==> config.mk <==
export PLATFORM = sky130hd
export DESIGN_NAME = mem_arbiter
export DESIGN_NICKNAME = d
export VERILOG_FILES = /design/src/rtl/mem_arbiter.sv
export SDC_FILE = /design/constraint.sdc
export NUM_CORES = 1
export LEC_CHECK = 0
export ABC_AREA = 1
export BUFFER_PORTS_ARGS = -buffer_cell sky130_fd_sc_hd__buf_2
export CORE_MARGIN = 2
export CORE_UTILIZATION = 33
export DETAILED_ROUTE_END_ITERATION = 10
export SETUP_SLACK_MARGIN = 0.05
export SYNTH_ARGS = -nofsm -noshare
export SYNTH_HDL_FRONTEND = slang
export SYNTH_SLANG_ARGS = --single-unit
==> constraint.sdc <==
create_clock -name clk -period 7.7 [get_ports clk]
set_input_delay 1.54 -clock clk [delete_from_list [all_inputs] [get_ports clk]]
set_output_delay 1.54 -clock clk [all_outputs]
set_load 0.02 [all_outputs]
==> src/rtl/mem_arbiter.sv <==
// rtl/mem_arbiter.sv - shares one variable-latency memory between fetch and data ports
module mem_arbiter #(
   parameter int ADDR_W    = 32,
   parameter int DATA_W    = 32,
   parameter int MAX_D_RUN = 4
) (
   input  logic              clk,
   input  logic              rst,
   input  logic              i_req,
   input  logic [ADDR_W-1:0] i_addr,
   output logic [DATA_W-1:0] i_rdata,
   output logic              i_done,
   input  logic              d_req,
   input  logic              d_we,
   input  logic [ADDR_W-1:0] d_addr,
   input  logic [DATA_W-1:0] d_wdata,
   output logic [DATA_W-1:0] d_rdata,
   output logic              d_done,
   output logic              mem_req,
   output logic              mem_we,
   output logic [ADDR_W-1:0] mem_addr,
   output logic [DATA_W-1:0] mem_wdata,
   input  logic [DATA_W-1:0] mem_rdata,
   input  logic              mem_ack,
   output logic              stall_if,
   output logic              stall_mem
);

   typedef enum logic [1:0] {IDLE, BUSY_I, BUSY_D, RESP} state_t;

   localparam logic [3:0] RUN_MAX = 4'(MAX_D_RUN);

   state_t     state, state_nxt;
   logic       grant_i, grant_d;
   logic       ack_i, ack_d;
   logic [3:0] d_run;

   // acks only count while a transaction is outstanding; IDLE/RESP acks are dropped
   assign ack_i = (state == BUSY_I) && mem_ack;
   assign ack_d = (state == BUSY_D) && mem_ack;

   // the pipeline advances on the edge that ends the done cycle
   assign stall_if  = i_req & ~i_done;
   assign stall_mem = d_req & ~d_done;

   // state register
   always_ff @(posedge clk or posedge rst) begin
      if (rst) state <= IDLE;
      else     state <= state_nxt;
   end

   // next state and grant choice: data wins unless fetch has waited MAX_D_RUN grants
   always_comb begin
      state_nxt = state;
      grant_i   = 1'b0;
      grant_d   = 1'b0;
      case (state)
         IDLE: begin
            if (d_req && !(i_req && (d_run == RUN_MAX))) begin
               grant_d   = 1'b1;
               state_nxt = BUSY_D;
            end else if (i_req) begin
               grant_i   = 1'b1;
               state_nxt = BUSY_I;
            end
         end
         BUSY_I, BUSY_D: if (mem_ack) state_nxt = RESP;
         RESP:           state_nxt = IDLE;
         default:        state_nxt = IDLE;
      endcase
   end

   // memory-side request registers, held stable until the ack
   always_ff @(posedge clk or posedge rst) begin
      if (rst) begin
         mem_req   <= 1'b0;
         mem_we    <= 1'b0;
         mem_addr  <= '0;
         mem_wdata <= '0;
      end else if (grant_d) begin
         mem_req   <= 1'b1;
         mem_we    <= d_we;
         mem_addr  <= d_addr;
         mem_wdata <= d_wdata;
      end else if (grant_i) begin
         mem_req   <= 1'b1;
         mem_we    <= 1'b0;
         mem_addr  <= i_addr;
      end else if (ack_i || ack_d) begin
         mem_req   <= 1'b0;
      end
   end

   // completion pulses and read-data capture; write completions keep d_rdata
   always_ff @(posedge clk or posedge rst) begin
      if (rst) begin
         i_done  <= 1'b0;
         d_done  <= 1'b0;
         i_rdata <= '0;
         d_rdata <= '0;
      end else begin
         i_done <= ack_i;
         d_done <= ack_d;
         if (ack_i)            i_rdata <= mem_rdata;
         if (ack_d && !mem_we) d_rdata <= mem_rdata;
      end
   end

   // consecutive data grants while fetch is waiting, saturating at the limit
   always_ff @(posedge clk or posedge rst) begin
      if (rst) begin
         d_run <= 4'd0;
      end else if (grant_i) begin
         d_run <= 4'd0;
      end else if (grant_d) begin
         if (!i_req)                d_run <= 4'd0;
         else if (d_run != RUN_MAX) d_run <= d_run + 4'd1;
      end
   end

endmodule

==> flow_summary_export.csv <==
group,metric,value,unit
power,p_per_area,448,mW/mm^2
drt,dr.pass1.iters,4,
placement,dp.cells,1182,
critical_path,crit_required,6.16,ns
yosys,yosysMostFrequentCell,"nand2_1",
sta,worst_pin_slew,1.06,ns
critical_path,crit_fanout,38,
floorplan,die_area,0.0192,mm^2
sta,rsz0062_at_grt,"no",
drt,wl_per_cell,13.3,um
power,power_frac_comb,42.2,%
yosys,syn_area_per_cell,8.25,um^2
drt,ant_nets,0,
yosys,ys_async_sr_fraction,100,%
clocking,cts_resized,0,
clocking,cts_buffer_depth,2,
yosys,synth_cell_types,22,
floorplan,fp.dieH,138,um
sta,tns,0,ns
yosys,synth_seq_cells,138,
drt,remaining_drc_errors,0,
global_route,grt_use_total,17.1,%
clocking,cts_setup_buffers,0,
yosys,synth_flop_cell,"dfrtp_1",
placement,gp_congestion,0.783,
drt,vias,5324,
placement,place_hpwl,11000,um
sta,drv_slew,0,
yosys,synth.net_count,864,
drt,wl,16100,um
global_route,grt.overflow.total,0,
power,switchingPower,1530,uW
drt,dr.first_iter.drc_count,243,
layout,drive_gt1_share,31.6,%
yosys,ys_top_cells_by_count,"nand2_1 (341), dfrtp_1 (138), inv_1 (79)",
critical_path,critical_path_class,"primary input to output port",
floorplan,rows,49,
yosys,synth_edf_count,0,
global_route,grt_pass1_vias,5076,
power,internal_power,2070,uW
clocking,cts_tree,"yes",
sta,period_needed,4.18,ns
clocking,cts_buffers,17,
yosys,synthTopCellsByArea,"dfrtp_1 (58%), nand2_1 (21%), o21ai_0 (5.6%)",
clocking,cts_root_buf,"clkbuf_16",
yosys,yosysSeqAreaShare,57.8,%
sta,setup-violations-final,0,
sta,post-route-period-util,54.3,%
critical_path,start_kind,"primary input",
layout,antennaDiodeCount,0,
power,total_power,3600,uW
min_path,min_path_type,"register to register",
placement,io_buffers,267,
floorplan,core-area,0.0178,mm^2
layout,finalNonFillerCells,1214,
yosys,synthCells,724,
critical_path,worstPathArrival,2.64,ns
yosys,synth_area,0.00597,mm^2
power,pwr-share-seq,34.5,%
yosys,synth_top_cell_by_area,"dfrtp_1",
run,max_cap_violations,0,
clocking,insertion_delay,0.41,ns
floorplan,start_util,33.5,%
floorplan,dieWidth,138,um
floorplan,io_pins,268,
clocking,clkTransAtPathRegs,0.06,ns
global_route,grt_pass1_wl,26400,um
sta,fmax,239,MHz
clocking,clock-sinks,138,
global_route,grt_antenna_before_repair,1,
sta,slew_headroom,29.2,%
clocking,htree_num_levels,4,
min_path,hold_path_depth,2,
yosys,yosys_warnings,0,
drt,via_per_inst,4.39,
clocking,cts_hold_buf,0,
power,clockPowerShare,23.4,%
power,p_leak,0.00475,uW
yosys,synth_top_area_share,57.8,%
power,irDropWorstVdd,209,uV
critical_path,crit_path_end_kind,"output port",
layout,syn_to_final_growth,34.4,%
power,switching_share,42.4,%
sta,fin_skew,0.0114,ns
critical_path,r2r_cells,7,
layout,fin_nets,1112,
sta,hold_viol,0,
global_route,grt_max_degree,81,
status,status,"completed",
[logic make-up (layout without fill, tap and decap cells)]
group / Yosys count / after routing / synth area share [%]
AND/OR/NAND/NOR: 386 / 386 / 26.0
flip-flops: 138 / 138 / 57.8
buffers and inverters: 122 / 383 / 8.74
AO/OA/AOI/OAI: 70 / 70 / 5.87
adder cells (fa/ha/maj): 6 / 6 / 1.26
XOR/XNOR: 2 / 2 / 0.293
[state kept, by name (all words and copies together) (netlist names)]
name / count
mem_addr: 32
mem_we: 1
state: 2
d_done: 1
i_done: 1
mem_wdata: 32
d_rdata: 32
i_rdata: 32
d_run: 4
mem_req: 1
[layout make-up]
class / instances / area (um^2)
clock inverters: 13 / 168
well taps: 229 / 287
repair buffers: 271 / 1370
flip-flops and latches: 138 / 3450
multi-input cells: 464 / 2000
fillers: 1807 / 9820
inverters: 80 / 305
clock buffers: 19 / 443
[path summary, 6_finish.rpt]
| path | startpoint | to | slack [ns] |
|---|---|---|---|
| max reg2reg | state[0]$_DFFE_PP0P_ | d_run[3]$_DFFE_PP0P_ | 5.24 |
| max | d_req | stall_mem | 3.52 |
| min | mem_wdata[29]$_DFFE_PP0P_ | mem_wdata[29]$_DFFE_PP0P_ | 0.47 |
| min in group asynchronous | rst | mem_wdata[21]$_DFFE_PP0P_ | 1.18 |
| min reg2reg | mem_wdata[29]$_DFFE_PP0P_ | mem_wdata[29]$_DFFE_PP0P_ | 0.47 |
| max in group asynchronous | rst | i_rdata[0]$_DFFE_PP0P_ | 5.10 |
[metal layers]
metal	vias up	global-route usage, %	part of all wire, %
met3	17	5.26	7.2
met5	-	0	0.081
met1	2379	23.4	46
li1	2719	-	-
met4	2	5.32	1.4
met2	207	26.2	45
[cells in the final DEF, fill, tap and decap left out]
master and instances:
bufinv_16 3, nand2_2 2, a21oi_1 1, nand3_1 5, xnor2_1 1, clkinv_4 3
o21ai_0 66, inv_2 1, nand2_1 340, nand3_2 1, inv_8 1, clkinv_2 3
dfrtp_1 138, nand4_1 32, ha_1 6, inv_6 3, clkbuf_16 17, buf_4 4
clkinvlp_4 1, buf_2 267, or2_2 2, inv_1 78, o21ai_2 1, xor2_1 1
clkbuf_8 1, nor2_1 3, nor2_2 1, o21ai_1 2, clkbuf_1 1
[worst max-delay path, cell delays in order]
cell and delay [ns]:
buf_2 0.59, inv_1 0.21, nor2_1 0.12, buf_2 0.17
[stage by stage]
| stage | hold WS, ns | setup slack [ns] | area, um^2 | utilization, % |
|---|---|---|---|---|
| 3_5_place_dp | 0.459 | 3.53 | 7410 | 41.5 |
| 3_3_place_gp | 0.458 | 3.51 | 7410 | 41.5 |
| 4_1_cts | 0.476 | 3.53 | 8020 | 45.0 |
| 6_report | 0.473 | 3.52 | 8020 | 45.0 |
| 2_1_floorplan | 0.474 | 2.46 | 5970 | - |
| 5_1_grt | 0.486 | 3.44 | 8020 | 45.0 |
[power by group through the flow]
stage	clock (uW)	sequential (uW)	combinational [uW]
after floorplan	0	1650	608
after global placement	0	1240	1520
after detailed placement	0	1240	1540
after CTS	864	1240	1540
after global routing	901	1280	1680
final	840	1240	1520
Power figures use the tool's default switching activity.
